`src/rtl/lzd_seq_ctrl.sv`:
```
// Sequenced leading-zero counter and normalizer.
// One 4-bit LZD slice is reused, scanning a nibble per cycle from the MSB.
module lzd_seq_ctrl #(
  parameter int WIDTH = 16
) (
  input  logic                         clk,
  input  logic                         rst_n,
  input  logic                         start,
  input  logic [WIDTH-1:0]             din,
  output logic                         ready,
  output logic                         busy,
  output logic                         done,
  output logic [$clog2(WIDTH+1)-1:0]   lz_count,
  output logic                         zero,
  output logic [WIDTH-1:0]             norm_out
);

  localparam int NNIB = WIDTH / 4;
  localparam int CW   = $clog2(WIDTH + 1);
  localparam int IW   = $clog2(NNIB);

  typedef enum logic [1:0] {
    IDLE = 2'd0,
    SCAN = 2'd1,
    DONE = 2'd2
  } state_t;

  state_t            r_state;
  state_t            w_next;
  logic [WIDTH-1:0]  r_work;
  logic [CW-1:0]     r_acc;
  logic [IW-1:0]     r_idx;
  logic              r_busy;
  logic              r_done;
  logic [CW-1:0]     r_lz;
  logic              r_zero;
  logic [WIDTH-1:0]  r_norm;

  logic [3:0]        w_nib;
  logic              w_nz;
  logic [1:0]        w_lzd;
  logic              w_last;
  logic              w_cap;

  // shared 4-bit LZD slice on the top nibble of the working word
  assign w_nib  = r_work[WIDTH-1 -: 4];
  assign w_nz   = |w_nib;
  assign w_last = (r_idx == IW'(NNIB - 1));

  always_comb begin
    w_lzd = 2'd3;
    unique casez (w_nib)
      4'b1???: w_lzd = 2'd0;
      4'b01??: w_lzd = 2'd1;
      4'b001?: w_lzd = 2'd2;
      4'b0001: w_lzd = 2'd3;
      4'b0000: w_lzd = 2'd3;
    endcase
  end

  assign w_cap = start && (r_state != SCAN);

  always_comb begin
    w_next = r_state;
    unique case (r_state)
      IDLE: if (start) w_next = SCAN;
      SCAN: if (w_nz || w_last) w_next = DONE;
      DONE: w_next = start ? SCAN : IDLE;
      default: w_next = IDLE;
    endcase
  end

  always_ff @(posedge clk or negedge rst_n) begin
    if (!rst_n) begin
      r_state <= IDLE;
      r_busy  <= 1'b0;
      r_done  <= 1'b0;
    end else begin
      r_state <= w_next;
      r_busy  <= (w_next == SCAN);
      r_done  <= (w_next == DONE);
    end
  end

  always_ff @(posedge clk or negedge rst_n) begin
    if (!rst_n) begin
      r_work <= '0;
      r_acc  <= '0;
      r_idx  <= '0;
      r_lz   <= '0;
      r_zero <= 1'b0;
      r_norm <= '0;
    end else if (w_cap) begin
      r_work <= din;
      r_acc  <= '0;
      r_idx  <= '0;
    end else if (r_state == SCAN) begin
      if (w_nz) begin
        r_lz   <= r_acc + CW'(w_lzd);
        r_norm <= r_work << w_lzd;
        r_zero <= 1'b0;
      end else if (!w_last) begin
        r_acc  <= r_acc + CW'(4);
        r_work <= r_work << 4;
        r_idx  <= r_idx + IW'(1);
      end else begin
        // every nibble was zero
        r_lz   <= CW'(WIDTH);
        r_zero <= 1'b1;
        r_norm <= '0;
      end
    end
  end

  assign ready    = (r_state != SCAN);
  assign busy     = r_busy;
  assign done     = r_done;
  assign lz_count = r_lz;
  assign zero     = r_zero;
  assign norm_out = r_norm;

endmodule
```
`config.mk`:
```
export PLATFORM = sky130hd
export DESIGN_NAME = lzd_seq_ctrl
export DESIGN_NICKNAME = d
export VERILOG_FILES = /design/src/rtl/lzd_seq_ctrl.sv
export SDC_FILE = /design/constraint.sdc
export NUM_CORES = 1
export LEC_CHECK = 0
export BUFFER_PORTS_ARGS = -buffer_cell sky130_fd_sc_hd__buf_2
export CAP_MARGIN = 20
export CORE_MARGIN = 4
export CORE_UTILIZATION = 43
export DETAILED_ROUTE_END_ITERATION = 16
export PLACE_DENSITY_LB_ADDON = 0.2
export SLEW_MARGIN = 20
export SYNTH_ARGS = -nofsm -noshare
export SYNTH_HDL_FRONTEND = slang
export SYNTH_SLANG_ARGS = --single-unit
```
`constraint.sdc`:
```
create_clock -name clk -period 3.8 [get_ports clk]
set_clock_uncertainty 0.05 [all_clocks]
set_input_delay 0.38 -clock clk [delete_from_list [all_inputs] [get_ports clk]]
set_output_delay 0.38 -clock clk [all_outputs]
set_load 0.05 [all_outputs]
```
==> impl_metrics.tcl, run 1 <==
set metrics [dict create \
    p_per_area_nw_per_um2 606.8 \
    cp.depth 4 \
    drc 0 \
    max-vdd-ir-drop_v 0.0002333 \
    port_buffers 43 \
    num_antenna_cells 0 \
    cts_num_sinks 47 \
    crit_chain "or4_4 > o21ai_4 > o21ai_2 > a22o_1" \
    cts_setup_buffers 0 \
    chipHeight_um 80.09 \
    fmax_ghz 0.3744 \
    clk_latency_ns 0.30 \
    drive_gt1_share_pct 23.02 \
    clockBufferDepth 2 \
    cts_buffers 5 \
    critPathMaxStageDelay_ns 0.70 \
    yosys_warnings 0 \
    syn_area_um2 2235 \
    htreeDepth 2 \
    whs_ns 0.02169 \
    synth_seq_cells 47 \
    grt_pass1_wl_um 8618 \
    synth_area_leaders "dfrtp_1 53%, a22o_1 6.7%, mux2i_1 4.5%, a21oi_1 4.0%, a221oi_1 3.5%" \
    cts_root_buf "clkbuf_8" \
    rr_worst_depth 4 \
    gp_congestion 0.8052 \
    cpLargestDelayFamily "compound AO/OA/AOI/OAI gates" \
    drv_slew 0 \
    min_period_ns 2.671 \
    synth_cell_types 36 \
    antenna_left 0 \
    fin_tns_setup_ns 0 \
    seq_area_um2 1176 \
    crit_required_ns 3.94 \
    final-setup-viol-count 0 \
    antenna_found_initial 0 \
    postCtsResizedCells 0 \
    r2r-start "r_work[15]$_DFFE_PN0P_" \
    hp-class "in2async" \
    wire_per_inst_um 16.46 \
    syn_avg_cell_area_um2 10.39 \
    core_um2 4880 \
    grt_max_degree 48 \
    syn_inst 215 \
    die_area_um2 6414 \
    fillers 474 \
    rsz0062_at_grt "no" \
    area_delta_synth_final_pct 15.12 \
    post-route-period-util_pct 70.29 \
    worst-setup-path-type "reg2reg" \
    multiInputGateArea_um2 923.4 \
    wl_um 5251 \
    dp_hpwl_um 3725 \
    cp_num_buf_inv 0 \
    die_x_um 80.09 \
    tightest_slew_ns 0.8516 \
    ys_seq_area_share_pct 52.63 \
    post_drt_via_cell_ratio 5.530 \
    p_leak_uw 0.001251 \
    grt_pass1_vias 1616 \
    overflow 0 \
    cts-hold-fix-buffers 0 \
    end_kind "register" \
    reg2reg_slack_ns 1.13 \
    initial_utilization_pct 45.79 \
    status "complete, no violations" \
    hold_violations 0 \
    dr.first_iter.drc_count 199 \
    reg2reg_to "r_work[1]$_DFFE_PN0P_" \
    startpoint_type "register" \
    nNetsFinal 273 \
    grtUsageTotal_pct 17.49 \
    ios 44 \
    yosysTopAreaCell "dfrtp_1" \
    critPathMaxFanout 31 \
    crit_slowest_cell "dfrtp_1" \
    synth_nets 237 \
    cp.arrival_ns 2.81 \
    path_clk_slew_ns 0.08 \
    relSlewSlack_pct 43.23 \
    yosysTopAreaCellShare_pct 52.63 \
    dr.pass1.iters 4 \
    vias 1764 \
    cts_tree "done" \
    drv_cap 0 \
    rows 25 \
]
-- report_power, final --
part | leakage (uW) | internal (uW) | total (uW) | switching (uW)
sequential | 0.000570 | 593 | 690 | 96.3
combinational | 0.000630 | 161 | 545 | 383
clock | 0.0000515 | 166 | 327 | 161
total | 0.00125 | 921 | 1560 | 640
-- layout by cell type, fill, tap and decap left out, types with 2 or more instances in the layout --
cell type	n
buf_2	42
a22o_1	17
clkbuf_8	7
nor2_1	10
a21oi_1	18
a32o_1	4
nand3_1	5
dfrtp_1	47
xor2_1	2
inv_1	17
nand2b_1	2
a221oi_1	9
ha_1	3
nor2b_1	2
mux2i_1	10
a31oi_1	2
nand2_1	10
o22ai_1	8
nor3_1	9
o21ai_0	10
a311oi_1	2
buf_4	2
nor2_2	2
-- per-layer routing --
| metal | up-vias | routed length [um] | GRT usage [%] |
|---|---|---|---|
| li1 | 869 | - | - |
| met2 | 56 | 2225 | 24.25 |
| met1 | 830 | 2627 | 26.59 |
| met3 | 9 | 328 | 4.709 |
| met5 | - | 0 | 0 |
| met4 | 0 | 70 | 4.899 |
-- Yosys cell counts (all sizes together) --
cell type  instances
nand2b             2
buf                8
dfrtp             47
or4                1
xor2               2
a31o               1
a211oi             1
conb               1
a311oi             2
nand3              5
a21boi             1
nor3               9
mux2i             10
a21oi             18
inv               17
nor2              12
nor2b              2
o21ai             12
a2bb2oi            1
o22ai              8
a22o              17
nand2             10
ha                 3
clkbuf             7
a32o               4
nor4               1
a221oi             9
o211ai             1
a31oi              2
nor3b              1
-- worst register-to-register path, delay by kind of cell, from the launching register on --
family	cells	cell delay, ns
AOI/OAI and AO/OA	3	1.13
DFF	1	0.70
and+or+nand+nor	1	0.69
-- kinds of logic after synthesis --
group	synth area share, %
DFF	52.63
buffers and inverters	6.159
and+or+nand+nor	9.183
adders and majority gates	1.680
AOI/OAI and AO/OA	24.92
muxes	4.479
other	0.1678
xor gates and xnor gates	0.7840
-- worst max path at each step --
stage	from	to	slack, ns
finish	r_work[15]$_DFFE_PN0P_	r_work[1]$_DFFE_PN0P_	1.13
CTS	r_work[15]$_DFFE_PN0P_	r_work[1]$_DFFE_PN0P_	1.10
global route	r_work[15]$_DFFE_PN0P_	r_work[1]$_DFFE_PN0P_	0.93
floorplan	r_state[0]$_DFF_PN0_	r_work[6]$_DFFE_PN0P_	1.97
global placement	r_work[15]$_DFFE_PN0P_	r_work[1]$_DFFE_PN0P_	1.17
detailed placement	r_work[15]$_DFFE_PN0P_	r_work[1]$_DFFE_PN0P_	1.11
-- registers in the layout (all words and copies together) (netlist names) --
name / count
norm_out: 16
r_state: 2
r_idx: 2
zero: 1
r_acc: 3
busy: 1
lz_count: 5
r_work: 16
done: 1
-- layout make-up --
type	count	share of cell area, %
Sequential cell	47	45.72
Timing Repair Buffer	44	8.755
Tap cell	67	3.259
Inverter	17	2.481
Multi-Input combinational cell	136	35.89
Clock buffer	8	3.891
-- through the flow --
stage	instances	power (uW)	setup WS [ns]	util [%]	instance area (um^2)
6_report	319	1561	1.129	52.72	2572
5_1_grt	319	1642	0.9260	52.72	2572
4_1_cts	319	1575	1.095	52.62	2567
3_5_place_dp	311	1247	1.110	50.56	2467
3_3_place_gp	311	1240	1.169	50.56	2467
2_1_floorplan	215	1105	1.970	-	2235
Power figures use the tool's default switching activity.
==> inputs of run 2 (changes only) <==
==> constraint.sdc (replaced) <==
create_clock -name clk -period 2.21 [get_ports clk]
set_clock_uncertainty 0.05 [all_clocks]
set_input_delay 0.221 -clock clk [delete_from_list [all_inputs] [get_ports clk]]
set_output_delay 0.221 -clock clk [all_outputs]
set_load 0.05 [all_outputs]
==> impl_metrics.tcl, run 2 (synthesized netlist as in run 1, its figures left out) <==
set metrics [dict create \
    p_sw_share_pct 41.04 \
    p_sw_uw 1119 \
    drive_gt1_share_pct 25.86 \
    p_int_uw 1608 \
    mostFrequentLayoutCells "47 x dfrtp_1, 43 x buf_2, 18 x a21oi_1" \
    fmax_ghz 0.5077 \
    cpLargestDelayFamily "simple AND/OR/NAND/NOR gates" \
    cts_setup_buffers 0 \
    end_kind "register" \
    multiInputGateArea_um2 923.4 \
    crit_chain "nor4_1 > nand3_1 > o22ai_1 > a21oi_1" \
    relSlewSlack_pct 51.72 \
    drv_cap 0 \
    final-setup-viol-count 0 \
    mostFrequentLayoutCell "dfrtp_1" \
    crit_slowest_cell "nor4_1" \
    chipHeight_um 80.09 \
    min_from "din[1]" \
    dr.pass1.iters 4 \
    drc 0 \
    gp_congestion 0.8736 \
    status "complete, no violations" \
    seq_power_share_pct 42.3 \
    core_um2 4880 \
    hp-class "in2reg" \
    reg2reg_slack_ns 0.24 \
    rr_worst_depth 4 \
    port_buffers 43 \
    cp.arrival_ns 2.08 \
    cp-startpoint "r_work[14]$_DFFE_PN0P_" \
    dr.first_iter.drc_count 148 \
    clockPowerShare_pct 20.7 \
    dp_hpwl_um 4054 \
    num_antenna_cells 0 \
    cp.depth 4 \
    cp_num_buf_inv 0 \
    fillers 468 \
    die_x_um 80.09 \
    rsz0062_at_grt "no" \
    p_leak_uw 0.001303 \
    worst-setup-path-type "reg2reg" \
    critPathMaxFanout 11 \
    final_core_util_pct 54.41 \
    htreeDepth 2 \
    vias 1871 \
    path_clk_slew_ns 0.08 \
    ios 44 \
    post_drt_via_cell_ratio 5.670 \
    post-route-period-util_pct 89.13 \
    antenna_found_initial 0 \
    seq_area_um2 1176 \
    clockBufferDepth 2 \
    antenna_left 0 \
    grtUsageTotal_pct 18.99 \
    r2r-start "r_work[14]$_DFFE_PN0P_" \
    reg2reg_to "r_work[10]$_DFFE_PN0P_" \
    combPwrFrac_pct 37.1 \
    crit_required_ns 2.32 \
    drv_slew 0 \
    cts_tree "done" \
    nNetsFinal 284 \
    grt_max_degree 29 \
    initial_utilization_pct 45.79 \
    overflow 0 \
    hold_violations 0 \
    critPathCapture "r_work[10]$_DFFE_PN0P_" \
    startpoint_type "register" \
    fin_tns_setup_ns 0 \
    max-vdd-ir-drop_v 0.0003418 \
    grt_pass1_vias 1821 \
    critPathMaxStageDelay_ns 0.53 \
    min_period_ns 1.970 \
    wl_um 5628 \
    cts_buffers 5 \
    tightest_slew_ns 0.7234 \
    wire_per_inst_um 17.05 \
    area_delta_synth_final_pct 18.81 \
    rows 25 \
    grt_pass1_wl_um 9439 \
    cts_num_sinks 47 \
    cts-hold-fix-buffers 1 \
    postCtsResizedCells 0 \
    die_area_um2 6414 \
    cts_root_buf "clkbuf_8" \
    p_per_area_nw_per_um2 1027 \
    clk_latency_ns 0.30 \
]
[run 2: worst min-delay path by stage]
| stage | end | depth (start not counted) |
|---|---|---|
| floorplan | busy$_DFF_PN0_ | 0 |
| global placement | done$_DFF_PN0_ | 1 |
| detailed placement | done$_DFF_PN0_ | 1 |
| CTS | r_work[1]$_DFFE_PN0P_ | 2 |
| global route | r_work[1]$_DFFE_PN0P_ | 2 |
| finish | r_work[1]$_DFFE_PN0P_ | 2 |
[run 2: cell type report]
class,count,area share (%)
flip-flops and latches,47,44.30
clock buffers,8,3.770
multi-input cells,136,34.78
well taps,67,3.157
inverters,17,2.403
repair buffers,55,11.59
[run 2: metal layers]
metal / global-route usage (%) / wire (um) / up-vias
met5: 0 / 0 / -
met4: 4.054 / 29 / 0
met3: 4.148 / 355 / 2
met2: 26.41 / 2373 / 64
met1: 29.93 / 2870 / 914
li1: - / - / 891
[run 2: power groups by stage]
stage | Clock, uW | Sequential (uW) | Combinational (uW)
after detailed placement | 0 | 1170 | 1010
after global placement | 0 | 1170 | 1000
after floorplan | 0 | 1530 | 372
after global routing | 618 | 1180 | 1080
final | 564 | 1150 | 1010
after CTS | 577 | 1150 | 1020
[run 2: through the flow]
stage               setup WS [ns]  power (uW)  instances  instance area, um^2  hold WS (ns)
floorplan                  0.3801        1900        215                 2235       -0.1246
global placement           0.2233        2166        321                 2542        0.1528
detailed placement         0.2732        2184        321                 2545        0.1516
CTS                        0.2675        2745        330                 2655       0.08510
global route              0.02085        2879        330                 2655       0.08732
finish                     0.2403        2728        330                 2655       0.08876
